[src/rtl/alu_pkg.sv]
// Shared ALU control encodings and the MULTU/DIVU sequencer state type.
package alu_pkg;

    localparam logic [3:0] ALU_AND = 4'b0000;
    localparam logic [3:0] ALU_OR  = 4'b0001;
    localparam logic [3:0] ALU_ADD = 4'b0010;
    localparam logic [3:0] ALU_SUB = 4'b0110;
    localparam logic [3:0] ALU_SLT = 4'b0111;
    localparam logic [3:0] ALU_NOR = 4'b1100;

    typedef enum logic [1:0] {
        IDLE = 2'd0,
        MUL  = 2'd1,
        DIV  = 2'd2,
        DONE = 2'd3
    } state_t;

endpackage

[src/rtl/alu_muldiv_seq_if.sv]
// Request/result bus plus the borrowed-ALU loop of the MULTU/DIVU sequencer.
interface alu_muldiv_seq_if #(
    parameter int WIDTH = 32
);
    logic             start;
    logic             op_div;
    logic [WIDTH-1:0] opa;
    logic [WIDTH-1:0] opb;
    logic             abort;
    logic [WIDTH-1:0] alu_in1;
    logic [WIDTH-1:0] alu_in2;
    logic [3:0]       alu_ctr;
    logic [WIDTH-1:0] alu_res;
    logic             busy;
    logic             done;
    logic [WIDTH-1:0] hi;
    logic [WIDTH-1:0] lo;

    // Handshake: start is taken on a rising edge only while the sequencer is
    // idle and abort is low; the requester holds off (busy=1) until done, a
    // single-cycle pulse during which hi/lo carry the new result. The master
    // side also owns the ALU, so it returns alu_res in the same cycle.
    modport master (
        output start, op_div, opa, opb, abort, alu_res,
        input  alu_in1, alu_in2, alu_ctr, busy, done, hi, lo
    );

    modport slave (
        input  start, op_div, opa, opb, abort, alu_res,
        output alu_in1, alu_in2, alu_ctr, busy, done, hi, lo
    );
endinterface

[src/rtl/alu_muldiv_seq.sv]
// Multi-cycle unsigned MULTU/DIVU sequencer that borrows the EX-stage ALU
// for its add/subtract each iteration; one result bit per cycle.
module alu_muldiv_seq
    import alu_pkg::*;
#(
    parameter int WIDTH = 32,
    parameter int CNT_W = 6
) (
    input  logic              clk,
    input  logic              rst_n,
    alu_muldiv_seq_if.slave   bus,
    output state_t            dbg_state
);

    localparam logic [CNT_W-1:0] LAST = CNT_W'(WIDTH - 1);

    state_t           state;
    logic [WIDTH-1:0] acc;
    logic [WIDTH-1:0] q;
    logic [WIDTH-1:0] m;
    logic [CNT_W-1:0] cnt;
    logic             busy_r;
    logic             done_r;
    logic [WIDTH-1:0] hi_r;
    logic [WIDTH-1:0] lo_r;

    logic [WIDTH-1:0] alu_in1;
    logic [WIDTH-1:0] alu_in2;
    logic [3:0]       alu_ctr;
    logic [WIDTH-1:0] rem_shift;
    logic             carry;
    logic             qbit;
    logic [WIDTH-1:0] acc_nxt;
    logic [WIDTH-1:0] q_nxt;

    always_comb begin
        alu_in1   = '0;
        alu_in2   = '0;
        alu_ctr   = ALU_AND;
        rem_shift = {acc[WIDTH-2:0], q[WIDTH-1]};
        carry     = 1'b0;
        qbit      = 1'b0;
        acc_nxt   = acc;
        q_nxt     = q;
        case (state)
            MUL: begin
                alu_in1 = acc;
                alu_in2 = q[0] ? m : '0;
                alu_ctr = ALU_ADD;
                // The ALU has no carry-out; an unsigned wrap shows up as a smaller sum.
                carry   = (bus.alu_res < acc);
                {acc_nxt, q_nxt} = {carry, bus.alu_res, q[WIDTH-1:1]};
            end
            DIV: begin
                alu_in1 = rem_shift;
                alu_in2 = m;
                alu_ctr = ALU_SUB;
                // A bit shifted out of acc means the true remainder is >= 2**WIDTH > m.
                qbit    = acc[WIDTH-1] | ~(rem_shift < m);
                acc_nxt = qbit ? bus.alu_res : rem_shift;
                q_nxt   = {q[WIDTH-2:0], qbit};
            end
            default: ;
        endcase
    end

    always_ff @(posedge clk or negedge rst_n) begin
        if (!rst_n) begin
            state  <= IDLE;
            acc    <= '0;
            q      <= '0;
            m      <= '0;
            cnt    <= '0;
            busy_r <= 1'b0;
            done_r <= 1'b0;
            hi_r   <= '0;
            lo_r   <= '0;
        end else if (bus.abort) begin
            state  <= IDLE;
            busy_r <= 1'b0;
            done_r <= 1'b0;
        end else begin
            case (state)
                IDLE: begin
                    if (bus.start) begin
                        acc    <= '0;
                        q      <= bus.op_div ? bus.opa : bus.opb;
                        m      <= bus.op_div ? bus.opb : bus.opa;
                        cnt    <= '0;
                        busy_r <= 1'b1;
                        if (bus.op_div && (bus.opb == '0)) begin
                            hi_r   <= bus.opa;
                            lo_r   <= '1;
                            done_r <= 1'b1;
                            state  <= DONE;
                        end else begin
                            state  <= bus.op_div ? DIV : MUL;
                        end
                    end
                end
                MUL, DIV: begin
                    acc <= acc_nxt;
                    q   <= q_nxt;
                    cnt <= cnt + CNT_W'(1);
                    // Results are captured on entry to DONE so hi/lo are valid with done.
                    if (cnt == LAST) begin
                        hi_r   <= acc_nxt;
                        lo_r   <= q_nxt;
                        done_r <= 1'b1;
                        state  <= DONE;
                    end
                end
                DONE: begin
                    done_r <= 1'b0;
                    busy_r <= 1'b0;
                    state  <= IDLE;
                end
                default: state <= IDLE;
            endcase
        end
    end

    assign bus.alu_in1 = alu_in1;
    assign bus.alu_in2 = alu_in2;
    assign bus.alu_ctr = alu_ctr;
    assign bus.busy    = busy_r;
    assign bus.done    = done_r;
    assign bus.hi      = hi_r;
    assign bus.lo      = lo_r;
    assign dbg_state   = state;

endmodule
[src/flat_wrapper.sv]
// flat-port wrapper written by rule: the top's interface ports become plain ports
module alu_muldiv_seq_flat import alu_pkg::*;
#(
    parameter int WIDTH = 32,
    parameter int CNT_W = 6
)
  (clk, rst_n, dbg_state, bus_start, bus_op_div, bus_opa, bus_opb, bus_abort, bus_alu_res, bus_alu_in1, bus_alu_in2, bus_alu_ctr, bus_busy, bus_done, bus_hi, bus_lo);
  alu_muldiv_seq_if #(.WIDTH(WIDTH)) bus_i ();
  input  logic clk;
  input  logic rst_n;
  output state_t dbg_state;
  input wire logic [$bits(bus_i.start)-1:0] bus_start;
  input wire logic [$bits(bus_i.op_div)-1:0] bus_op_div;
  input wire logic [$bits(bus_i.opa)-1:0] bus_opa;
  input wire logic [$bits(bus_i.opb)-1:0] bus_opb;
  input wire logic [$bits(bus_i.abort)-1:0] bus_abort;
  input wire logic [$bits(bus_i.alu_res)-1:0] bus_alu_res;
  output wire logic [$bits(bus_i.alu_in1)-1:0] bus_alu_in1;
  output wire logic [$bits(bus_i.alu_in2)-1:0] bus_alu_in2;
  output wire logic [$bits(bus_i.alu_ctr)-1:0] bus_alu_ctr;
  output wire logic [$bits(bus_i.busy)-1:0] bus_busy;
  output wire logic [$bits(bus_i.done)-1:0] bus_done;
  output wire logic [$bits(bus_i.hi)-1:0] bus_hi;
  output wire logic [$bits(bus_i.lo)-1:0] bus_lo;
  assign bus_i.start = bus_start;
  assign bus_i.op_div = bus_op_div;
  assign bus_i.opa = bus_opa;
  assign bus_i.opb = bus_opb;
  assign bus_i.abort = bus_abort;
  assign bus_i.alu_res = bus_alu_res;
  assign bus_alu_in1 = bus_i.alu_in1;
  assign bus_alu_in2 = bus_i.alu_in2;
  assign bus_alu_ctr = bus_i.alu_ctr;
  assign bus_busy = bus_i.busy;
  assign bus_done = bus_i.done;
  assign bus_hi = bus_i.hi;
  assign bus_lo = bus_i.lo;
  alu_muldiv_seq #(.WIDTH(WIDTH), .CNT_W(CNT_W)) u_core (.clk(clk), .rst_n(rst_n), .bus(bus_i), .dbg_state(dbg_state));
endmodule
[config.mk]
export PLATFORM = sky130hd
export DESIGN_NAME = alu_muldiv_seq_flat
export DESIGN_NICKNAME = d
export VERILOG_FILES = /design/src/rtl/alu_pkg.sv /design/src/rtl/alu_muldiv_seq_if.sv /design/src/rtl/alu_muldiv_seq.sv /design/src/flat_wrapper.sv
export SDC_FILE = /design/constraint.sdc
export NUM_CORES = 1
export LEC_CHECK = 0
export BUFFER_PORTS_ARGS = -buffer_cell sky130_fd_sc_hd__buf_2
export CAP_MARGIN = 30
export CORE_UTILIZATION = 51
export CTS_CLUSTER_SIZE = 8
export DETAILED_ROUTE_END_ITERATION = 6
export PLACE_DENSITY_LB_ADDON = 0.2
export SLEW_MARGIN = 20
export SYNTH_ARGS = -nofsm -noshare
export SYNTH_HDL_FRONTEND = slang
export SYNTH_SLANG_ARGS = --single-unit
[constraint.sdc]
create_clock -name clk -period 2.63 [get_ports clk]
set_input_delay 0.263 -clock clk [delete_from_list [all_inputs] [get_ports clk]]
set_output_delay 0.263 -clock clk [all_outputs]
set_load 0.05 [all_outputs]
## Word level (Yosys, flattened, before mapping)

Index checks and enable logic that the tools add are counted.

| word-level totals | value |
|---|---|
| bits in registers | 170 |
| word-level logic and storage cells | 74 |
| output and inout bits | 136 |
| bits of input ports | 101 |

| cells by class | value |
|---|---|
| add/sub/neg operators | 1 |
| equal/unequal tests | 10 |
| reductions and logical operators | 12 |
| muxes and demuxes | 37 |
| magnitude comparators | 2 |
| bitwise logic cells | 3 |

Operator list:

| kind | count |
|---|---|
| case mux 32 bit (2 select lines) | 8 |
| 2-to-1 mux 32 bit | 12 |
| < comparator 32 bit | 2 |
| zero test 32 bit | 1 |
| case mux 6 bit (2 select lines) | 1 |
| 2-to-1 mux 2 bit | 5 |
| AND reduction 3 bit | 3 |
| adder 6 x 1 -> 6 bit (second input constant) | 1 |
| equality test 6 x 5 -> 1 bit (second input constant) | 1 |
| 2-to-1 mux 1 bit | 6 |
| 2-to-1 mux 6 bit | 1 |
| != test 3 x 2 -> 1 bit (second input constant) | 2 |
| case mux 2 bit (3 select lines) | 1 |
| case mux 3 bit (2 select lines) | 1 |
| AND reduction 5 bit | 1 |
| equality test 2 bit (second input constant) | 2 |
| != test 2 x 1 -> 1 bit (second input constant) | 2 |
| AND reduction 2 bit | 2 |
| != test 3 bit (second input constant) | 1 |
| case mux 1 bit (3 select lines) | 1 |
| nonzero test 3 bit | 1 |
| equality test 2 x 1 -> 1 bit (second input constant) | 1 |
| zero test 2 bit | 1 |
| != test 2 bit (second input constant) | 1 |
| other kinds (6) | 7 |

## Depth between registers and ports, before layout

Gate-level depths: netlist (run 1).

| logic depth | value |
|---|---|
| word-level depth | 7 |
| depth in mapped cells | 11 |
| mapped depth without buffers | 10 |

## Least setup slack after synthesis (run 1)

Ideal clock, no wire load.

| timing | value |
|---|---|
| kind | register to output |
| start | register u_core.state[0] (netlist: u_core.dbg_state[0]) |
| end | output bus_alu_in1[5] |
| required time | 2367 ps |
| slack | -1119 ps |
| path buffers | 3 |
| stages on the path, launching flop included | 7 |
| arrival time | 3486 ps |
| cells stage by stage | dfrtp_1 -> inv_1 -> ha_1 -> clkbuf_1 -> clkbuf_1 -> clkbuf_1 -> a21boi_0 |

| on the way | value |
|---|---|
| longest elaborated chain between the ends | 2 |
| elaborated cells between the ends (all ways) | 3 |
| those cells by class | 2 x eq/ne; 1 x mux |

RTL lines:

| what | RTL line | RTL |
|---|---|---|
| from (decl) | alu_muldiv_seq.sv:17 | `state_t state;` |
| from (signal assigned) | alu_muldiv_seq.sv:97 | `state <= bus.op_div ? DIV : MUL;` |
| equality test 2 bit or equality test 2 x 1 -> 1 bit (tied branches) | alu_muldiv_seq.sv:45 | `case (state)` |
| case mux 32 bit (2 select lines) (*) | alu_muldiv_seq.sv:45 |  |
| to (decl) | flat_wrapper.sv:18 | `output wire logic [$bits(bus_i.alu_in1)-1:0] bus_alu_in1;` |

Every way passes the cells marked *; elsewhere a longest branch is shown, timed or not.

## Worst setup path after layout (run 1)

| timing | value |
|---|---|
| start | register u_core.m[2] |
| end | register u_core.hi_r[17] (netlist: u_core.bus.hi[17]) |

| on the way | value |
|---|---|
| longest elaborated chain between the ends | 7 |

RTL lines:

| what | RTL line | RTL |
|---|---|---|
| from (decl) | alu_muldiv_seq.sv:20 | `logic [WIDTH-1:0] m;` |
| from (signal assigned) | alu_muldiv_seq.sv:88 | `m <= bus.op_div ? bus.opb : bus.opa;` |
| < comparator 32 bit | alu_muldiv_seq.sv:59 | `qbit = acc[WIDTH-1] \| ~(rem_shift < m);` |
| inverter 1 bit | alu_muldiv_seq.sv:59 |  |
| bitwise OR 1 bit | alu_muldiv_seq.sv:59 |  |
| 2-to-1 mux 32 bit | alu_muldiv_seq.sv:60 | `acc_nxt = qbit ? bus.alu_res : rem_shift;` |
| case mux 32 bit (2 select lines) | alu_muldiv_seq.sv:45 |  |
| 2-to-1 mux 32 bit | alu_muldiv_seq.sv:106 | `if (cnt == LAST) begin` |
| case mux 32 bit (2 select lines) | alu_muldiv_seq.sv:83 | `case (state)` |
| to (signal assigned) | alu_muldiv_seq.sv:92 | `hi_r <= bus.opa;` |
| to (signal assigned) | alu_muldiv_seq.sv:107 | `hi_r <= acc_nxt;` |
| to (decl) | alu_muldiv_seq.sv:24 | `logic [WIDTH-1:0] hi_r;` |

Every way passes these cells. The select of a mux whose other input is x is not followed.
A chain may end at the register's enable or synchronous reset.

==> results of run 1 <==
per-stage QoR:
stage / cell area (um2) / total power [mW] / hold WS, ns / setup TNS, ns
after floorplan: 11500 / 13.3 / -0.0326 / -0.0627
after global placement: 13300 / 16.4 / 0.220 / -0.426
after detailed placement: 13300 / 16.7 / 0.214 / -1.61
after CTS: 14100 / 19.9 / 0.107 / -0.101
after global routing: 14600 / 22.2 / 0.134 / -3.73
final: 14600 / 21.0 / 0.127 / -0.879
layer usage:
layer  GRT usage  up-vias
li1            -     5120
met1       0.484     5425
met2       0.466      528
met3      0.0566       66
met4       0.116        2
met5           0        -
registers in the layout, indices dropped and copies added (netlist names):
name,count
u_core.bus.lo,32
u_core.cnt,6
u_core.bus.done,1
u_core.bus.hi,32
u_core.bus.busy,1
u_core.acc,32
u_core.dbg_state,2
u_core.m,32
u_core.q,32
cell usage in the layout (no fill, tap or decap), types with 14 or more instances in the layout:
master / n
buf_12: 14
buf_2: 201
nand2_1: 252
a41oi_2: 27
mux2i_1: 33
a21boi_2: 30
ha_1: 64
clkbuf_16: 21
or3_1: 33
mux2_2: 33
buf_6: 18
a21oi_1: 29
nor2_1: 46
and2_1: 22
mux2_4: 31
o21ai_0: 172
a22oi_1: 31
buf_4: 72
a31oi_1: 57
dfrtp_1: 168
inv_1: 64
timing repair:
item / CTS / global route
buffers inserted: 1 / 15
endpoints found under the setup margin: 88 / 110
hold buffers: 1 / 0
cloned: 1 / 5
pin swaps: 3 / 7
gates resized for setup: 47 / 59
endpoints found under the hold margin: 40 / 0
worst paths after layout:
kind | endpoint | slack [ns]
max | u_core.bus.hi[17] | -0.07
min | u_core.dbg_state[0] | 0.13
max reg2reg | u_core.bus.hi[17] | -0.07
max in group asynchronous | u_core.dbg_state[1] | 1.49
min in group asynchronous | u_core.acc[5] | 0.32
min reg2reg | u_core.m[29] | 0.51
logic make-up after synthesis:
| logic type | count (synthesis) | synth area share |
|---|---|---|
| adders and majority gates | 69 | 0.0761 |
| DFF | 170 | 0.375 |
| buffers and inverters | 166 | 0.0587 |
| and+or+nand+nor | 414 | 0.162 |
| muxes | 97 | 0.102 |
| AOI/OAI and AO/OA | 389 | 0.226 |
| other | 1 | 0.000331 |
report_power, final:
group / internal [mW] / switching, mW
clock: 1.63 / 1.10
sequential: 3.91 / 1.11
combinational: 4.88 / 8.38
total: 10.4 / 10.6
layout make-up:
class / instances / area share
Multi-Input combinational cell: 971 / 0.468
Sequential cell: 170 / 0.292
Timing Repair Buffer: 318 / 0.156
Clock buffer: 19 / 0.0310
Tap cell: 280 / 0.0240
Inverter: 66 / 0.0172
Clock inverter: 11 / 0.0117
Antenna cell: 3 / 0.000515
worst max-delay path: stages (launching register included):
cell,delay (ns)
dfrtp_1,0.38
inv_2,0.07
ha_4,0.20
a211o_1,0.29
a31oi_4,0.18
o221ai_2,0.12
a21o_1,0.19
a211oi_2,0.29
o21ai_4,0.11
buf_6,0.14
clkbuf_16,0.15
mux2_4,0.31
a41oi_2,0.17
==> metrics.yaml, run 1 <==
synth_common_cells: "253 x nand2_1, 174 x o21ai_0, 170 x dfrtp_1"
initial_core_util: 0.520
met1Wirelength_mm: 17.0
wl_per_cell_um: 20.7
final_cells: 1838
clock_path_buffers: 2
synth_cells: 1306
worst-setup-path-type: "flip-flop to flip-flop"
num_vias: 11100
powerDensity_nw_per_um2: 1440
cts_htree_levels: 4
endpoint_kind: "flip-flop"
tightest_slew_ns: 0.634
ys_warn_count: 0
via_per_inst: 6.06
core-area_um2: 21800
fp.dieW_um: 151
drv_slew: 0
critPathArrivalTime_ns: 3.04
place_ws_ns: -0.0641
drt_iter0_drc: 965
synth_seq_area_share: 0.375
path_max_fanout: 4
grt_antenna_before_repair: 3
ios: 237
whs_path_depth: 2
rsz0062_at_grt: "true"
drc_errors: 0
fin_nets: 1714
required_ns: 2.98
synth_top_area_share: 0.375
insertion_delay_ns: 0.43
failed_checks: "setup timing"
seqCellArea_um2: 4260
highest_layer: "met5"
grt.total_usage: 0.324
cts.sinks: 170
fin_util: 0.669
reg2reg_depth: 12
ctsRootBufferMaster: "clkbuf_16"
min_from: "bus_abort"
max_slew_margin: 0.573
route.met3.wl_mm: 3.23
hpwl_mm: 26.1
clk_pin_slew_ns: 0.06
leakage_nw: 6.57
grt_pass1_wl_mm: 56.0
synth_edf_count: 0
drt_first_pass_iters: 6
crit_path_start: "u_core.m[2]"
wirelength_mm: 38.0
fin_crit_ns: 2.70
synth.avg_cell_area_um2: 8.69
fin_crit_sh: 1.03
multi_input_area_um2: 6830
grt_pass1_vias: 10100
skew_ns: 0.0131
cts_tree: "done"
grt_start_max_net_pins: 128
synth_ff_type: "dfrtp_1"
status: "complete, but fails checks"
reg2reg_from: "u_core.m[2]"
fill_cells: 1756
holdCritPathClass: "primary input to flip-flop"
hold_violations: 0
die_area_um2: 22800
io_buffers: 234
grt-ovfl-total: 0
gp_congestion: 0.888
antenna_left: 0
synth-seq-cells: 170
synth.cell_area_um2: 11300
cts_made_buffers: 17
fmax_ghz: 0.371
placed_cells: 1781
ys_types: 49
vdd_drop_max_mv: 1.27
cap_viol_max_count: 0
synth_top_area_cell: "dfrtp_1"
layout_setup_ws_ns: -0.0666
dieHeight_um: 151
synthArstFlopShare: 1.00
yosysMostFrequentCell: "nand2_1"
setup_viol: 23
placement_rows: 54
wl_met2_mm: 16.8
synth_area_leaders: "dfrtp_1 37%, nand2_1 8.4%, o21ai_0 7.7%"
drive_gt1_frac: 0.329
area_delta_synth_final_pct: 28.6
cp-start-kind: "flip-flop"
No activity file was read; power rests on OpenSTA's default activity.
==> inputs of run 2 (changes only) <==
Settings changed: CELL_PAD_IN_SITES_DETAIL_PLACEMENT from default to 0, CELL_PAD_IN_SITES_GLOBAL_PLACEMENT from default to 1, CORE_UTILIZATION 51 to 38.
==> metrics.yaml, run 2 (synthesized netlist as in run 1, its figures left out) <==
status: "complete, but fails checks"  # unchanged
failed_checks: "setup timing"  # unchanged
max_slew_margin: 0.578  # was 0.573
fmax_ghz: 0.373  # was 0.371 GHz
seqCellArea_um2: 4260  # unchanged
holdCritPathClass: "primary input to flip-flop"  # unchanged
drt_iter0_drc: 985  # was 965
grt-ovfl-total: 0  # unchanged
drc_errors: 0  # unchanged
placed_cells: 1892  # was 1781
cts_htree_levels: 4  # unchanged
internal-power_mw: 10.1  # was 10.4 mW
min_from: "bus_abort"  # unchanged
route.met3.wl_mm: 2.27  # was 3.23 mm
insertion_delay_ns: 0.44  # was 0.43 ns
cts_tree: "done"  # unchanged
fill_cells: 2831  # was 1756
p_clk_frac: 0.124  # was 0.130
path_cells: "inv_2 -> ha_4 -> a211o_1 -> a31oi_2 -> o221ai_2 -> a21o_1 -> a211oi_2 -> o21ai_4 -> buf_6 -> buf_6 -> buf_6 -> mux2_4 -> a41oi_2"  # was inv_2 -> ha_4 -> a211o_1 -> a31oi_4 -> o221ai_2 -> a21o_1 -> a211oi_2 -> o21ai_4 -> buf_6 -> clkbuf_16 -> mux2_4 -> a41oi_2
fin_crit_ns: 2.68  # was 2.70 ns
ios: 237  # unchanged
highest_layer: "met5"  # unchanged
gp_congestion: 0.893  # was 0.888
final_common_cell: "nand2_1"  # unchanged
antenna_left: 0  # unchanged
rsz0062_at_grt: "true"  # unchanged
mostFrequentLayoutCells: "252 x nand2_1, 229 x buf_2, 173 x o21ai_0"  # was 252 x nand2_1, 201 x buf_2, 172 x o21ai_0
cts.sinks: 170  # unchanged
area_delta_synth_final_pct: 27.8  # was 28.6%
leakage_nw: 6.49  # was 6.57 nW
required_ns: 2.99  # was 2.98 ns
multi_input_area_um2: 6880  # was 6830 um2
io_buffers: 234  # unchanged
path_buf_inv: 4  # was 3
via_per_inst: 5.47  # was 6.06
wl_met2_mm: 17.5  # was 16.8 mm
crit_path_start: "u_core.m[2]"  # unchanged
power_frac_seq: 0.238  # was 0.239
critPathMostFrequentCell: "buf_6"
final_cells: 1947  # was 1838
endpoint_kind: "flip-flop"  # unchanged
clock_path_buffers: 2  # unchanged
drt_first_pass_iters: 7  # was 6
powerDensity_nw_per_um2: 1430  # was 1440 nW/um2
placed_area_um2: 13400  # was 13300 um2
core-area_um2: 29000  # was 21800 um2
setup_viol: 27  # was 23
hold_violations: 0  # unchanged
layout_setup_ws_ns: -0.0483  # was -0.0666 ns
clk_pin_slew_ns: 0.07  # was 0.06 ns
ctsRootBufferMaster: "clkbuf_16"  # unchanged
skew_ns: 0.0112  # was 0.0131 ns
tightest_slew_ns: 0.633  # was 0.634 ns
fin_area_um2: 14500  # was 14600 um2
worst-setup-path-type: "flip-flop to flip-flop"  # unchanged
min_to: "u_core.bus.done"  # was u_core.dbg_state[0]
wirelength_mm: 39.5  # was 38.0 mm
reg2reg_slack_ns: -0.05  # was -0.07 ns
drive_gt1_frac: 0.328  # was 0.329
cts_made_buffers: 17  # unchanged
met1Wirelength_mm: 19.2  # was 17.0 mm
reg2reg_to: "u_core.bus.hi[31]"  # was u_core.bus.hi[17]
grt_start_max_net_pins: 77  # was 128
fp.dieW_um: 175  # was 151 um
die_area_um2: 30500  # was 22800 um2
num_vias: 10600  # was 11100
whs_path_depth: 2  # unchanged
fin_util: 0.500  # was 0.669
total_power_mw: 20.7  # was 21.0 mW
drv_slew: 0  # unchanged
place_ws_ns: -0.0726  # was -0.0641 ns
wl_per_cell_um: 20.3  # was 20.7 um
grt_pass1_vias: 10100  # about the same
cp-start-kind: "flip-flop"  # unchanged
initial_core_util: 0.391  # was 0.520
pwr-share-comb: 0.638  # was 0.631
crit_family: "compound AO/OA/AOI/OAI gates"  # unchanged
timing.setup.tns_ns: -0.283  # was -0.879 ns
reg2reg_depth: 13  # was 12
hpwl_mm: 28.1  # was 26.1 mm
switchingPower_mw: 10.6  # about the same
fin_crit_sh: 1.02  # was 1.03
placement_rows: 62  # was 54
path_max_fanout: 3  # was 4
grt_pass1_wl_mm: 60.0  # was 56.0 mm
holdWs_ns: 0.135  # was 0.127 ns
critPathArrivalTime_ns: 3.03  # was 3.04 ns
fin_nets: 1715  # was 1714
cap_viol_max_count: 0  # unchanged
grt_antenna_before_repair: 5  # was 3
dieHeight_um: 175  # was 151 um
grt.total_usage: 0.256  # was 0.324
power_switching_share: 0.513  # was 0.504
max_stage_delay_ns: 0.39  # was 0.38 ns
vdd_drop_max_mv: 0.889  # was 1.27 mV
reg2reg_from: "u_core.m[2]"  # unchanged
critPathSlowestCell: "dfrtp_1"  # unchanged
## run 2: cell types whose count changed in the layout (fill, tap and decap cells not counted), sizes merged
cell      before  now
buf          308  314
inv           66   72
clkbuf        27   23
bufinv         4    1
clkinv         6    3
clkinvlp       1    3
diode          3    5
bufbuf         1    0
## run 2: repair_timing
action | CTS | global route
pin swaps | 1 | 9
cloned | 0 | 2
endpoints found under the setup margin | 67 | 100
buffers inserted | 1 | 14
gates resized for setup | 16 | 41
hold buffers | 1 | 0
hold endpoints to repair | 51 | 0
## run 2: power by group through the flow
stage | Combinational (mW) | Clock (mW) | Sequential [mW]
floorplan | 6.77 | 0 | 6.52
global placement | 12.0 | 0 | 4.91
detailed placement | 12.1 | 0 | 4.92
CTS | 12.3 | 2.62 | 4.88
global route | 14.3 | 2.72 | 5.07
finish | 13.2 | 2.56 | 4.92
## run 2: worst max path at each step
stage	slack, ns	cells after the start	to
floorplan	-0.002	6	bus_alu_in1[0]
global placement	-0.06	10	u_core.bus.hi[9]
detailed placement	-0.07	10	u_core.bus.hi[9]
CTS	-0.02	10	u_core.acc[20]
global route	-0.12	13	u_core.bus.hi[31]
finish	-0.05	13	u_core.bus.hi[31]
## run 2: layout make-up
type                    instances  area share
multi-input cells             971       0.474
diodes                          5    0.000863
clock buffers                  19      0.0305
inverters                      66      0.0171
flip-flops and latches        170       0.294
well taps                     384      0.0331
repair buffers                319       0.141
clock inverters                13     0.00923
## run 2: per-layer routing
layer,global-route usage,vias to the layer above
met3,0.0420,32
met4,0.0710,2
met2,0.370,351
met1,0.388,5147
li1,-,5117
met5,0,-
==> inputs of run 3 (changes only) <==
Settings changed: CTS_BUF_LIST from default to sky130_fd_sc_hd__clkbuf_16, REMOVE_ABC_BUFFERS from default to 1.
==> metrics.yaml, run 3 (synthesized netlist as in run 1, its figures left out) <==
status: "complete, but fails checks"  # unchanged
failed_checks: "setup timing"  # unchanged
route.met3.wl_mm: 1.77  # was 2.27 mm
cts.sinks: 170  # unchanged
drv_slew: 0  # unchanged
rsz0062_at_grt: "true"  # unchanged
clk_pin_slew_ns: 0.07  # about the same
cap_viol_max_count: 0  # unchanged
mostFrequentLayoutCells: "253 x nand2_1, 227 x buf_2, 173 x o21ai_0"  # was 252 x nand2_1, 229 x buf_2, 173 x o21ai_0
fin_area_um2: 14400  # was 14500 um2
ios: 237  # unchanged
leakage_nw: 6.52  # was 6.49 nW
drt_iter0_drc: 824  # was 985
critPathArrivalTime_ns: 3.07  # was 3.03 ns
io_buffers: 234  # unchanged
tightest_slew_ns: 0.780  # was 0.633 ns
clock_path_buffers: 2  # unchanged
multi_input_area_um2: 6630  # was 6880 um2
grt_antenna_before_repair: 2  # was 5
required_ns: 2.97  # was 2.99 ns
insertion_delay_ns: 0.44  # about the same
cts_tree: "done"  # unchanged
placement_rows: 62  # unchanged
holdCritPathClass: "primary input to flip-flop"  # unchanged
area_delta_synth_final_pct: 26.6  # was 27.8%
core-area_um2: 29000  # unchanged
holdWs_ns: 0.133  # was 0.135 ns
grt-ovfl-total: 0  # unchanged
cts_htree_levels: 4  # unchanged
final_common_cell: "nand2_1"  # unchanged
highest_layer: "met5"  # unchanged
fin_crit_sh: 1.04  # was 1.02
placed_area_um2: 13500  # was 13400 um2
wl_met2_mm: 17.8  # was 17.5 mm
seqCellArea_um2: 4250  # was 4260 um2
endpoint_kind: "flip-flop"  # unchanged
die_area_um2: 30500  # unchanged
drc_errors: 0  # unchanged
max_stage_delay_ns: 0.37  # was 0.39 ns
hpwl_mm: 27.0  # was 28.1 mm
skew_ns: 0.0166  # was 0.0112 ns
hold_violations: 0  # unchanged
powerDensity_nw_per_um2: 1410  # was 1430 nW/um2
fp.dieW_um: 175  # unchanged
cp-start-kind: "flip-flop"  # unchanged
grt_pass1_wl_mm: 59.7  # was 60.0 mm
dieHeight_um: 175  # unchanged
initial_core_util: 0.391  # unchanged
path_cells: "inv_1 -> ha_2 -> nor2_1 -> or3_1 -> o221ai_2 -> a21o_1 -> a211oi_4 -> o21ai_4 -> buf_12 -> mux2_4 -> a31oi_1"  # was inv_2 -> ha_4 -> a211o_1 -> a31oi_2 -> o221ai_2 -> a21o_1 -> a211oi_2 -> o21ai_4 -> buf_6 -> buf_6 -> buf_6 -> mux2_4 -> a41oi_2
layout_setup_ws_ns: -0.100  # was -0.0483 ns
path_max_fanout: 16  # was 3
max_slew_margin: 0.480  # was 0.578
worst-setup-path-type: "flip-flop to flip-flop"  # unchanged
wirelength_mm: 38.3  # was 39.5 mm
grt_pass1_vias: 10400  # was 10100
setup_viol: 63  # was 27
grt_start_max_net_pins: 70  # was 77
place_ws_ns: -0.147  # was -0.0726 ns
fmax_ghz: 0.366  # was 0.373 GHz
vdd_drop_max_mv: 0.712  # was 0.889 mV
fin_crit_ns: 2.73  # was 2.68 ns
ctsRootBufferMaster: "clkbuf_16"  # unchanged
met1Wirelength_mm: 18.2  # was 19.2 mm
antenna_left: 0  # unchanged
fill_cells: 2822  # was 2831
cts_made_buffers: 17  # unchanged
grt.total_usage: 0.252  # was 0.256
timing.setup.tns_ns: -3.37  # was -0.283 ns
fin_nets: 1720  # was 1715
drive_gt1_frac: 0.303  # was 0.328
num_vias: 10600  # about the same
via_per_inst: 5.46  # was 5.47
wl_per_cell_um: 19.7  # was 20.3 um
drt_first_pass_iters: 5  # was 7
gp_congestion: 0.841  # was 0.893
critPathSlowestCell: "or3_1"  # was dfrtp_1
run 3: changes by cell type in the layout (fill, tap and decap cells not counted), sizes merged:
cell      previous run  this run
inv                 72        73
clkbuf              23        19
clkinvlp             3         1
buf                314       321
diode                5         1
bufinv               1         3
run 3: cell type report:
cell class / count / share of cell area
antenna: 1 / 0.000174
clock buffer: 17 / 0.0296
clock inverter: 14 / 0.0131
inverter: 66 / 0.0173
multi-input combinational: 971 / 0.461
sequential: 170 / 0.296
tap: 384 / 0.0335
timing repair buffer: 324 / 0.149
run 3: path summary, 6_finish.rpt:
kind                       slack (ns)               to           from  cells after the start
max in group asynchronous        1.43   u_core.acc[10]          rst_n                      3
max reg2reg                     -0.10   u_core.acc[30]    u_core.m[3]                     11
min in group asynchronous        0.38   u_core.acc[26]          rst_n                      2
min                              0.13  u_core.bus.done      bus_abort                      2
max                             -0.10   u_core.acc[30]    u_core.m[3]                     11
min reg2reg                      0.50    u_core.cnt[1]  u_core.cnt[1]                      2
run 3: where the power goes:
group          switching, mW  internal [mW]  leakage [nW]  total, mW
Sequential              1.03           3.90          2.03       4.93
Clock                   1.20           1.52         0.301       2.73
Combinational           8.14           4.40          4.19       12.5
Total                   10.4           9.82          6.52       20.2
run 3: critical path: cells and delay by family, from the launching register on:
family / cells / cell delay (ns)
buffers and inverters: 2 / 0.29
multiplexers: 1 / 0.33
flip-flops: 1 / 0.35
AND/OR/NAND/NOR: 2 / 0.40
AO/OA/AOI/OAI: 5 / 0.97
adder cells (fa/ha/maj): 1 / 0.30
run 3: repair_timing:
action,CTS,global route
pin swaps,6,7
cloned,1,0
hold endpoints to repair,57,0
gates resized for setup,19,21
setup buffers,2,2
hold buffers,1,0
endpoints found under the setup margin,66,79
run 3: stage by stage:
step	instances	total power, mW	utilization
CTS	1945	20.2	0.493
finish	1947	20.2	0.495
global placement	1910	17.0	0.467
detailed placement	1910	17.1	0.467
floorplan	1207	12.1	-
global route	1946	21.6	0.495
run 3: metal layers:
metal  vias to the layer above  global-route usage
met5                         -                   0
met4                         2              0.0616
met3                        44              0.0305
met1                      5150               0.359
li1                       5102                   -
met2                       333               0.404
